<file path="config.mk">
export PLATFORM = sky130hd
export DESIGN_NAME = pll_lock_supervisor
export DESIGN_NICKNAME = d
export VERILOG_FILES = /design/src/rtl/pll_sup_pkg.sv /design/src/rtl/sync_2ff.sv /design/src/rtl/pll_lock_supervisor.sv
export SDC_FILE = /design/constraint.sdc
export NUM_CORES = 1
export LEC_CHECK = 0
export ABC_CLOCK_PERIOD_IN_PS = 2700
export BUFFER_PORTS_ARGS = -buffer_cell sky130_fd_sc_hd__buf_2
export CAP_MARGIN = 10
export CORE_UTILIZATION = 32
export CTS_CLUSTER_DIAMETER = 150
export CTS_CLUSTER_SIZE = 20
export DETAILED_ROUTE_END_ITERATION = 10
export PLACE_DENSITY = 0.48
export SYNTH_ARGS = -nofsm -noshare
export SYNTH_HDL_FRONTEND = slang
export SYNTH_SLANG_ARGS = --single-unit
export TNS_END_PERCENT = 20
</file>
<file path="constraint.sdc">
create_clock -name refclk -period 2.7 [get_ports refclk]
set_clock_uncertainty 0.1 [all_clocks]
set_input_delay 0.405 -clock refclk [delete_from_list [all_inputs] [get_ports refclk]]
set_output_delay 0.405 -clock refclk [all_outputs]
set_load 0.1 [all_outputs]
</file>
<file path="src/rtl/pll_sup_pkg.sv">
// pll_sup_pkg: shared state type, output widths and counter sizing for the PLL lock supervisor
package pll_sup_pkg;
    typedef enum logic [2:0] {RESET_PLL, WAIT_LOCK, STABILIZE, RUN, FAIL} pll_state_t;
    localparam int RETRY_W = 3;
    localparam int LOSS_W = 8;
    function automatic int cnt_width(input int a, input int b, input int c);
        int m;
        m = (a > b) ? a : b;
        m = (m > c) ? m : c;
        return $clog2(m);
    endfunction
endpackage

</file>
<file path="src/rtl/sync_2ff.sv">
// sync_2ff: 1-bit two-flop synchronizer, async active-high reset to 0
module sync_2ff (
    input  logic clk,
    input  logic rst,
    input  logic d,
    output logic q
);
    logic meta;
    always_ff @(posedge clk or posedge rst) begin
        if (rst) begin
            meta <= 1'b0;
            q <= 1'b0;
        end else begin
            meta <= d;
            q <= meta;
        end
    end
endmodule

</file>
<file path="src/rtl/pll_lock_supervisor.sv">
// pll_lock_supervisor: sequences PLL reset, waits for and debounces lock, then releases core reset
module pll_lock_supervisor
    import pll_sup_pkg::*;
#(
    parameter int PLL_RST_CYCLES = 64,
    parameter int LOCK_TIMEOUT_CYCLES = 5000000,
    parameter int LOCK_STABLE_CYCLES = 65536,
    parameter int RELOCK_MAX = 7
) (
    input  logic refclk,
    input  logic rst,
    input  logic ext_reset_req,
    input  logic pll_locked,
    output logic pll_rst,
    output logic sys_reset,
    output logic pll_ready,
    output logic fail,
    output logic [RETRY_W-1:0] retry_count,
    output logic [LOSS_W-1:0] lock_loss_count
);
    localparam int CW = cnt_width(PLL_RST_CYCLES, LOCK_TIMEOUT_CYCLES, LOCK_STABLE_CYCLES);
    if (RELOCK_MAX > 7 || PLL_RST_CYCLES < 2 || LOCK_TIMEOUT_CYCLES < 2 || LOCK_STABLE_CYCLES < 2) begin : g_bad_param
        $error("pll_lock_supervisor: illegal parameter value");
    end
    pll_state_t state, nxt;
    logic [CW-1:0] cnt;
    logic locked_s, inc_retry, loss;
    sync_2ff u_sync (.clk(refclk), .rst(rst), .d(pll_locked), .q(locked_s));
    always_comb begin
        nxt = state;
        inc_retry = 1'b0;
        loss = 1'b0;
        case (state)
            RESET_PLL: nxt = (cnt == CW'(PLL_RST_CYCLES - 1)) ? WAIT_LOCK : RESET_PLL;
            WAIT_LOCK: begin
                if (locked_s) nxt = STABILIZE;
                else if (cnt == CW'(LOCK_TIMEOUT_CYCLES - 1)) begin
                    nxt = (retry_count == RETRY_W'(RELOCK_MAX)) ? FAIL : RESET_PLL;
                    inc_retry = (retry_count != RETRY_W'(RELOCK_MAX));
                end
            end
            STABILIZE: nxt = !locked_s ? WAIT_LOCK : (cnt == CW'(LOCK_STABLE_CYCLES - 1)) ? RUN : STABILIZE;
            RUN: begin
                loss = !locked_s;
                nxt = loss ? RESET_PLL : RUN;
            end
            FAIL: nxt = FAIL;
            default: nxt = RESET_PLL;
        endcase
        // ext_reset_req overrides the transition but a coincident lock loss is still recorded
        if (ext_reset_req) nxt = RESET_PLL;
    end
    always_ff @(posedge refclk or posedge rst) begin
        if (rst) begin
            state <= RESET_PLL;
            cnt <= '0;
            retry_count <= '0;
            lock_loss_count <= '0;
            pll_rst <= 1'b1;
            sys_reset <= 1'b1;
            pll_ready <= 1'b0;
            fail <= 1'b0;
        end else begin
            state <= nxt;
            cnt <= (ext_reset_req || nxt != state) ? '0 : cnt + CW'(1);
            retry_count <= (ext_reset_req || loss) ? '0 : retry_count + RETRY_W'(inc_retry);
            lock_loss_count <= (loss && lock_loss_count != '1) ? lock_loss_count + LOSS_W'(1) : lock_loss_count;
            pll_rst <= (nxt == RESET_PLL || nxt == FAIL);
            sys_reset <= (nxt != RUN);
            pll_ready <= (nxt == RUN);
            fail <= (nxt == FAIL);
        end
    end
endmodule
</file>
==> metrics.cfg <==
[setup_path]
path_cells=or4_4 > nor4_4 > a2111oi_2 > or4_4 > a21boi_0
crit_path_end_kind=register
critPathKind=register to register
path_max_fanout=16
path_common_cell=or4_4
cp_slowest_cell=or4_4
cp.required_ns=2.82
cp-startpoint=cnt[6]
r2r_start=cnt[6]
worstSetupStartpointType=register
arrival_ns=2.70
max_stage_delay_ns=0.69

[power]
power_density_mw_per_mm2=448
ir_drop_mv=0.168
p_leak_nw=1.06

[floorplan]
core_area_mm2=0.00646
die_h_um=84.3
num_io_pins=19
start_util_pct=33.6
die-area_mm2=0.00710
row_count=29
die_w_um=84.3

[clocking]
cts_made_buffers=5
cts_num_sinks=43
cts.repair.resized=0
clk_pin_slew_ns=0.08
clockBufferDepth=2
root_buffer=clkbuf_8
cts_tree=built
clk_latency_ns=0.30
htree_levels=2

[logic_synthesis]
seq_area_frac_synth_pct=49.8
syn_area_per_cell_um2=10.9
ys_ff_latch=43
synth_cell_type_count=40
synth_ff_type=dfrtp_1
synth_edf_count=0
syn_nets=206
ys_async_sr_fraction_pct=100
synth_area_mm2=0.00217
ys_warn_count=0
synthCells=198

[sta]
slew_headroom_pct=62.9
period_share_pct=95.7
fin_tns_setup_ns=0
tightestPinTransition_ns=0.549
finalMaxSlewViolations=0
setup_viol=0
hold_viol=0
timing.final.crit_period_ns=2.58
rsz0062_at_grt=false
fmax_mhz=387
postLayoutSetupSlackWorst_ns=0.116

[cells_and_area]
insertedDiodeCount=0
nNetsFinal=234
final_cells=304
stdcell_area_mm2=0.00244
drive_above_1_share_pct=24.7
area_delta_synth_final_pct=12.5

[grt]
grt_pass1_wl_um=7430
gr-total-overflow=0
grt_use_met1_pct=18.8
grt_max_degree=21
busiest_layer=met2
grt_pass1_vias=1521
use_met2_pct=20.0
antenna_found_initial=0
track_usage_pct=13.5
met3_usage_pct=3.83

[place]
place_hpwl_um=3020
place_inst=295
dp_slack_ns=0.152
dpl-instance-area_mm2=0.00235
place_congestion=0.777
io_buffers=18

[routing]
dr.pass1.iters=7
vias_per_cell=5.06
drt_iter0_drc=58
vias=1539
drc=2
drt.antenna.violating_nets=0
avgRoutedWirePerCell_um=14.1
routed_wl_um=4280

[hold_path]
min_path_type=primary input to register
hold_start=pll_locked

[flow_run]
max_cap_viol_count=0

[run_status]
status=finished with violations
violations=DRC

==> metal layers <==
layer,up-vias,routed length (um)
li1,754,-
met1,754,2170
met2,26,1900
met3,5,143
met4,0,65
met5,-,0
==> sequential cells by signal, indices dropped and copies added (netlist names), 3 cells and up <==
| register | cells |
|---|---|
| cnt | 23 |
| lock_loss_count | 8 |
| state | 3 |
| retry_count | 3 |
==> layout make-up <==
type                       instances  area [um^2]
clock buffer                       7         76.3
clock inverter                     1         5.00
fill                             668         4020
inverter                           5         18.8
multi-input combinational        146         1020
sequential                        43         1080
tap                               77         96.3
timing repair buffer              25          145
==> what timing repair did <==
item                                    4_1_cts  5_1_grt
buffers inserted                              0        0
endpoints found under the setup margin        0        0
hold buffers                                  1        0
endpoints found under the hold margin         6        0
==> cell usage in the layout, fill, tap and decap left out, types with 6 or more instances in the layout <==
| cell | netlist | routed |
|---|---|---|
| a21oi_1 | 9 | 9 |
| a21oi_2 | 10 | 10 |
| buf_2 | 0 | 18 |
| buf_4 | 1 | 6 |
| dfrtp_1 | 41 | 41 |
| nand2_1 | 16 | 16 |
| nand3_1 | 7 | 7 |
| nand4_1 | 11 | 11 |
| nor2_1 | 13 | 13 |
| xnor2_1 | 13 | 13 |
| xor2_1 | 17 | 17 |
==> path summary, 6_finish.rpt <==
path	slack [ns]	end	depth (start not counted)
max	0.12	cnt[1]	5
min	0.11	u_sync.meta	1
max reg2reg	0.12	cnt[1]	5
min reg2reg	0.29	u_sync.q	0
max in group asynchronous	1.51	sys_reset	4
min in group asynchronous	0.44	u_sync.meta	3
==> cell families (layout without fill, tap and decap cells) <==
family	count (synthesis)	after routing	synth area share (%)
AND/OR/NAND/NOR	85	85	22.7
flip-flops	43	43	49.8
XOR/XNOR	30	30	12.1
AO/OA/AOI/OAI	26	26	9.24
buffers and inverters	9	38	3.29
multiplexers	1	1	0.520
adder cells (fa/ha/maj)	4	4	2.31
==> power breakdown <==
group          total [mW]  internal [mW]  switching [mW]
Sequential          0.655          0.649         0.00559
Combinational      0.0407         0.0122          0.0285
Clock               0.398          0.182           0.216
Total                1.09          0.843           0.250
==> Yosys cell counts, drive strengths merged (2+ instances only) <==
library cell	n	area share, %
nor3	6	1.9
nor2b	3	0.87
xor2	17	6.9
nand4	11	3.2
a21oi	19	6.1
nor2	13	2.3
xnor2	13	5.3
dfrtp	41	47
inv	5	0.87
nand2	16	2.8
buf	3	1.8
nand3	7	1.6
ha	4	2.3
nor4	5	2.1
dfstp	2	2.4
and3	4	1.2
nor3b	2	0.69
and2	5	1.4
or2	5	1.4
or4	4	1.8
==> stage by stage <==
stage,power [mW],hold slack (ns),utilization [%]
4_1_cts,1.12,0.0945,37.7
3_5_place_dp,0.709,0.213,36.3
3_3_place_gp,0.709,0.208,36.3
6_report,1.09,0.106,37.7
5_1_grt,1.15,0.0946,37.7
2_1_floorplan,0.699,0.231,-
==> worst max-delay path, delay by kind of cell (launching register included) <==
| kind | cells | cell delay [ns] |
|---|---|---|
| DFF | 1 | 0.45 |
| and+or+nand+nor | 3 | 1.61 |
| AOI/OAI and AO/OA | 2 | 0.35 |
No activity file was read; power rests on OpenSTA's default activity.
